==> src/rtl/tri_bus_arbiter.sv <==
// Round-robin arbiter producing one-hot tri-state enables with a dead cycle between owners.
// Latency: 1 cycle from req sampled to grant visible; one TURN cycle after every release.
// Backpressure: none; an owner holds at most MAX_HOLD cycles and is never preempted.
module tri_bus_arbiter #(
    parameter int N_REQ    = 4,
    parameter int MAX_HOLD = 4,
    parameter int IDX_W    = 2
) (
    input  logic             clock,
    input  logic             reset_b,
    input  logic [N_REQ-1:0] req,
    output logic [N_REQ-1:0] grant,
    output logic             bus_en,
    output logic [IDX_W-1:0] owner
);

    localparam int CNT_W = (MAX_HOLD > 1) ? $clog2(MAX_HOLD) : 1;

    typedef enum logic [1:0] {
        IDLE  = 2'd0,
        GRANT = 2'd1,
        TURN  = 2'd2
    } state_t;

    state_t           state;
    logic [IDX_W-1:0] ptr;
    logic [CNT_W-1:0] cnt;

    logic             win_vld;
    logic [IDX_W-1:0] win_idx;
    logic [IDX_W-1:0] scan_idx;
    int               scan_pos;

    // First requester at or after ptr, wrapping modulo N_REQ.
    always_comb begin
        win_vld  = 1'b0;
        win_idx  = '0;
        scan_pos = 0;
        scan_idx = '0;
        for (int i = 0; i < N_REQ; i++) begin
            scan_pos = int'(ptr) + i;
            if (scan_pos >= N_REQ) begin
                scan_pos = scan_pos - N_REQ;
            end
            scan_idx = IDX_W'(scan_pos);
            if (!win_vld && req[scan_idx]) begin
                win_vld = 1'b1;
                win_idx = scan_idx;
            end
        end
    end

    always_ff @(posedge clock or negedge reset_b) begin
        if (!reset_b) begin
            state  <= IDLE;
            ptr    <= '0;
            cnt    <= '0;
            grant  <= '0;
            bus_en <= 1'b0;
            owner  <= '0;
        end else begin
            case (state)
                IDLE, TURN: begin
                    if (win_vld) begin
                        grant  <= N_REQ'(1) << win_idx;
                        owner  <= win_idx;
                        bus_en <= 1'b1;
                        cnt    <= '0;
                        state  <= GRANT;
                    end else begin
                        state  <= IDLE;
                    end
                end
                GRANT: begin
                    // A single low cycle on the owner's req ends ownership.
                    if (!req[owner] || cnt == CNT_W'(MAX_HOLD - 1)) begin
                        grant  <= '0;
                        bus_en <= 1'b0;
                        owner  <= '0;
                        ptr    <= (owner == IDX_W'(N_REQ - 1)) ? '0 : owner + IDX_W'(1);
                        state  <= TURN;
                    end else begin
                        cnt    <= cnt + CNT_W'(1);
                    end
                end
                default: begin
                    grant  <= '0;
                    bus_en <= 1'b0;
                    owner  <= '0;
                    state  <= IDLE;
                end
            endcase
        end
    end

endmodule

==> config.mk <==
export PLATFORM = sky130hd
export DESIGN_NAME = tri_bus_arbiter
export DESIGN_NICKNAME = d
export VERILOG_FILES = /design/src/rtl/tri_bus_arbiter.sv
export SDC_FILE = /design/constraint.sdc
export NUM_CORES = 1
export LEC_CHECK = 0
export ABC_AREA = 1
export BUFFER_PORTS_ARGS = -buffer_cell sky130_fd_sc_hd__clkbuf_2
export CORE_UTILIZATION = 55
export DETAILED_ROUTE_END_ITERATION = 7
export PLACE_DENSITY = 0.82
export SETUP_SLACK_MARGIN = 0.2
export SYNTH_ARGS = -nofsm -noshare
export SYNTH_HDL_FRONTEND = slang
export SYNTH_SLANG_ARGS = --single-unit
==> constraint.sdc <==
create_clock -name clock -period 1.62 [get_ports clock]
set_input_delay 0.405 -clock clock [delete_from_list [all_inputs] [get_ports clock]]
set_output_delay 0.405 -clock clock [all_outputs]
set_load 0.03 [all_outputs]
==> reports/results.tsv, run 1 <==
metric	value	unit
synth_edf_count	0	
critPathLaunchType	flop	
path_cells	buf_6, nand2_1, nand2_1, nand2_4, nand2_2, nor2_4, nand3_4, o21ai_4, nand2_1, nand2_1	
cpPeakStageDelay	0.45	ns
antenna_left	0	
post_synth_num_cell_types	19	
drive_gt1_share	35.7	%
netlist_area	906	um^2
synthTopCellsByArea	dfrtp_1, nand2_1, nand3_1	
syn_inst	132	
avgViaCountPerCell	5.36	
initial_utilization	59.4	%
avgSynthCellArea	6.86	um^2
core	1520	um^2
area_growth_syn_to_layout	26.8	%
num_vias	911	
avgRoutedWirePerCell	13.1	um
hold_buffers	0	
nets	163	
fin_crit	1.56	ns
cts_buffers	3	
ys_ff_latch	13	
cp_data_required_time	1.82	ns
outcome	completed	
synth_warnings	0	
grt_pass1_wl	3.60	mm
first_global_vias	879	
finalWirelength	2.22	mm
dp_cells	161	
die_h	42.6	um
clock_sinks	13	
pre_cts_ws	0.0820	ns
critPathMostFrequentCell	nand2_1	
r2r-end	bus_en$_DFFE_PN0P_	
skew	0.00802	ns
instances_no_fill	170	
hold_violations	0	
diodes	0	
groute.usage.overall	26.4	%
crit_family	simple AND/OR/NAND/NOR gates	
clkTransAtPathRegs	0.08	ns
grt_max_degree	14	
drt_iter0_drc	25	
worst_slack	0.0603	ns
critical_path_class	flop to flop	
hpwl	1.57	mm
setup_viol	0	
numPortBuffers	12	
io_pins	13	
max_slew_margin	78.1	%
maxSlewViolCount	0	
tritoncts	yes	
cap_violations	0	
first_pass_iters	4	
die_width	42.6	um
synth_top_area_share	35.9	%
tightest_slew	0.328	ns
dieArea	1810	um^2
end_kind	flop	
ir_worst_vdd	1210	uV
ys_seq_area_share	35.9	%
overflow	0	
rows	14	
cp_slowest_cell	dfrtp_2	
async_flop_share	100	%
htreeDepth	1	
yosysTopAreaCell	dfrtp_1	
clock_path_buffers	2	
cts_root_buf	clkbuf_4	
powerDensity	2310	nW/um^2
total_power	2.66	mW
cp_max_fo	7	
crit_start	ptr[0]$_DFFE_PN0P_	
power_leakage	0.644	nW
worstRegToRegCells	10	
clock_latency	0.27	ns
cp_num_buf_inv	1	
r2r_start	ptr[0]$_DFFE_PN0P_	
synth_flop_cell	dfrtp_1	
antenna_found_initial	0	
rsz0062_at_grt	true	
drcViolationCount	0	
synth_most_common_cell	nand2_1	
hold-worst-slack	0.0161	ns
min_path_type	input port to async pin	
reg2reg_slack	0.06	ns
post-route-period-util	96.3	%
yosys-top-cells-count	nand2_1, dfrtp_1, inv_1, nand3_1, nand2_2	
fmax	641	MHz
worstPathArrival	1.76	ns
synthesis.nets	140	
routabilityCongestion	0.953	
utilization	75.4	%
[worst max path at each step]
| stage | to | slack, ns | depth (start not counted) |
|---|---|---|---|
| after floorplan | ptr[0]$_DFFE_PN0P_ | 0.23 | 7 |
| after global placement | grant[0]$_DFFE_PN0P_ | 0.1 | 11 |
| after global routing | bus_en$_DFFE_PN0P_ | -0.02 | 10 |
| after detailed placement | grant[0]$_DFFE_PN0P_ | 0.08 | 11 |
| final | bus_en$_DFFE_PN0P_ | 0.06 | 10 |
| after CTS | bus_en$_DFFE_PN0P_ | 0.09 | 10 |
[metal layers]
| layer | share of wire (%) | global-route usage [%] | vias to the layer above |
|---|---|---|---|
| met5 | 0 | 0 | - |
| li1 | - | - | 457 |
| met2 | 55 | 45.8 | 20 |
| met3 | 2.2 | 1.72 | 6 |
| met1 | 41 | 33.0 | 428 |
| met4 | 1.6 | 13.1 | 0 |
[through the flow]
stage	setup TNS, ns	cell area, um^2
2_1_floorplan	0	907
3_3_place_gp	0	987
3_5_place_dp	0	987
4_1_cts	0	1070
5_1_grt	-0.0269	1150
6_report	0	1150
[logic make-up after synthesis]
group / share of synthesized area (%)
simple gates: 46.4
buf+inv: 8.70
flops: 35.9
compound gates: 6.22
fa+ha+maj: 2.76
[flip-flops by register name, summed over array words and instances (netlist names)]
register  count
bus_en        1
cnt           2
grant         4
owner         2
ptr           2
state         2
[power breakdown]
group	total, mW	switching, mW	internal [mW]
clock	0.196	0.100	0.0951
sequential	0.609	0.136	0.473
combinational	1.85	1.20	0.656
[cells in the final DEF, fill, tap and decap left out]
cell type and n:
nand3_1 11, buf_6 2, o211ai_1 1, clkinv_4 2, nand2_1 50, clkbuf_2 12, nand3_4 2, buf_4 6
nand2_4 5, clkbuf_1 1, nand3_2 1, nor2_1 4, ha_1 2, nor2_4 4, nor2_2 2, a21boi_1 1
inv_1 13, o21ai_0 4, dfrtp_2 3, nand4_1 1, a21oi_1 1, o21ai_4 1, nand2_2 12, dfrtp_1 10
clkbuf_4 3
[worst register-to-register path, delay by kind of cell (launching register included)]
family | cells | cell delay (ns)
buffers and inverters | 1 | 0.14
DFF | 1 | 0.45
AOI/OAI and AO/OA | 1 | 0.22
and+or+nand+nor | 8 | 0.68
[area by class of cell]
| class | instances | area (um^2) |
|---|---|---|
| multi-input cells | 102 | 579 |
| fillers | 120 | 375 |
| flip-flops and latches | 13 | 329 |
| repair buffers | 20 | 128 |
| inverters | 15 | 66.3 |
| clock buffers | 4 | 26.3 |
| well taps | 16 | 20.0 |
[timing repair]
action | CTS | global route
setup buffers | 4 | 0
cloned | 1 | 0
setup endpoints to repair | 8 | 12
gates resized for setup | 8 | 20
pin swaps | 1 | 3
No activity file was read; power rests on OpenSTA's default activity.
==> inputs of run 2 (changes only) <==
--- a/config.mk
+++ b/config.mk
@@ -9,6 +9,7 @@
 export BUFFER_PORTS_ARGS = -buffer_cell sky130_fd_sc_hd__clkbuf_2
 export CORE_UTILIZATION = 55
 export DETAILED_ROUTE_END_ITERATION = 7
+export MAX_ROUTING_LAYER = met4
 export PLACE_DENSITY = 0.82
 export SETUP_SLACK_MARGIN = 0.2
 export SYNTH_ARGS = -nofsm -noshare
==> reports/results.tsv, run 2 (same netlist as run 1, synthesis figures left out) <==
metric	value	unit
antenna_found_initial	0	
outcome	completed	
hold_buffers	0	
io_pins	13	
skew	0.00230	ns
rows	14	
cp_max_fo	5	
crit_family	simple AND/OR/NAND/NOR gates	
fin_setup_tns	0	ns
critPathLaunchType	flop	
instances_no_fill	171	
cp_data_required_time	1.84	ns
crit_start	ptr[0]$_DFFE_PN0P_	
die_width	42.6	um
layout_common_cells	nand2_1, inv_1, nand2_2, clkbuf_2	
worstPathArrival	1.79	ns
maxSlewViolCount	0	
cp_slowest_cell	dfrtp_2	
drt_iter0_drc	15	
max_slew_margin	77.9	%
area_growth_syn_to_layout	25.3	%
hold_violations	0	
avgRoutedWirePerCell	13.2	um
dieArea	1810	um^2
drcViolationCount	0	
cp_num_buf_inv	2	
num_vias	907	
tritoncts	yes	
nets	164	
first_pass_iters	4	
critical_path_class	flop to flop	
core	1520	um^2
finalWirelength	2.26	mm
antenna_left	0	
overflow	0	
cts_root_buf	clkbuf_4	
fillers	116	
end_kind	flop	
mostFrequentLayoutCell	nand2_1	
post-route-period-util	97.0	%
first_global_vias	863	
routabilityCongestion	0.935	
critPathMostFrequentCell	nand2_1	
drive_gt1_share	34.8	%
path_cells	buf_4, nand2_1, nand2_2, nand2_4, inv_1, a21boi_1, nand2_1, nor2_1, nand3_1, nand2_1	
hpwl	1.55	mm
largest_reg_flops	4	
r2r_start	ptr[0]$_DFFE_PN0P_	
regArea	329	um^2
grt_pass1_wl	3.71	mm
clock_path_buffers	2	
groute.usage.overall	28.6	%
ir_worst_vdd	1260	uV
die_h	42.6	um
htreeDepth	1	
clock_latency	0.28	ns
cap_violations	0	
reg2reg_slack	0.05	ns
diodes	0	
clkTransAtPathRegs	0.08	ns
cpPeakStageDelay	0.45	ns
tightest_slew	0.331	ns
rsz0062_at_grt	true	
cts_buffers	3	
multiInputGateArea	559	um^2
fin_crit	1.57	ns
design_area	1130	um^2
avgViaCountPerCell	5.30	
min_path_type	input port to async pin	
setup_viol	0	
power_leakage	0.651	nW
initial_utilization	59.4	%
grt_max_degree	14	
place_area	980	um^2
powerDensity	2340	nW/um^2
fmax	637	MHz
top_register	grant	
dp_cells	160	
clock_sinks	13	
numPortBuffers	12	
## run 2: cell types whose count changed in the layout (fill, tap and decap cells not counted), moves of 2 or more
| cell | previous run | this run |
|---|---|---|
| inv_4 | 0 | 2 |
| nand2_1 | 50 | 52 |
| nand3_2 | 1 | 3 |
| nand2_4 | 5 | 3 |
| clkinv_4 | 2 | 0 |
## run 2: stage by stage
stage	total power, mW	setup slack, ns	hold slack (ns)	utilization (%)
2_1_floorplan	1.75	0.230	0.109	-
3_5_place_dp	2.04	0.0746	0.317	64.3
3_3_place_gp	1.99	0.100	0.312	64.3
6_report	2.66	0.0491	0.00764	74.5
5_1_grt	2.88	-0.0593	0.0239	74.5
4_1_cts	2.40	0.0951	0.0139	69.5
## run 2: report_power, final
part	leakage (nW)	switching, mW	total (mW)	internal, mW
clock	0.0150	0.106	0.202	0.0957
combinational	0.473	1.18	1.84	0.667
sequential	0.163	0.139	0.612	0.473
total	0.651	1.42	2.66	1.24
## run 2: cell type report
cell class                      count  share of cell area (%)
Sequential cell                    13                    29.0
Tap cell                           16                    1.76
Multi-Input combinational cell    102                    49.3
Clock buffer                        4                    2.32
Timing Repair Buffer               21                    12.2
Inverter                           15                    5.40
## run 2: final timing paths
kind                                        end  cells after the start
setup reg to reg           grant[0]$_DFFE_PN0P_                     10
hold reg to reg            grant[2]$_DFFE_PN0P_                      2
setup / recovery           grant[0]$_DFFE_PN0P_                     10
min in group clock         grant[2]$_DFFE_PN0P_                      2
hold / removal               cnt[0]$_DFFE_PN0P_                      1
max in group asynchronous    ptr[0]$_DFFE_PN0P_                      1
## run 2: worst register-to-register path, delay by kind of cell, from the launching register on
family                 cells  cell delay, ns
and+or+nand+nor            7            0.60
DFF                        1            0.45
AOI/OAI and AO/OA          1            0.25
buffers and inverters      2            0.22
## run 2: per-layer routing
layer | share of wire (%) | routed length [um] | vias to the layer above | global-route usage [%]
li1 | - | - | 455 | -
met1 | 41 | 921 | 417 | 35.8
met2 | 53 | 1200 | 24 | 45.2
met3 | 2.2 | 50 | 11 | 2.59
met4 | 3.8 | 85 | 0 | 16.3
met5 | 0 | 0 | - | -
## run 2: what timing repair did
item / 4_1_cts / 5_1_grt
pin swaps: 2 / 3
buffers inserted: 3 / 3
resized for setup: 11 / 14
cloned: 1 / 0
setup endpoints to repair: 9 / 12
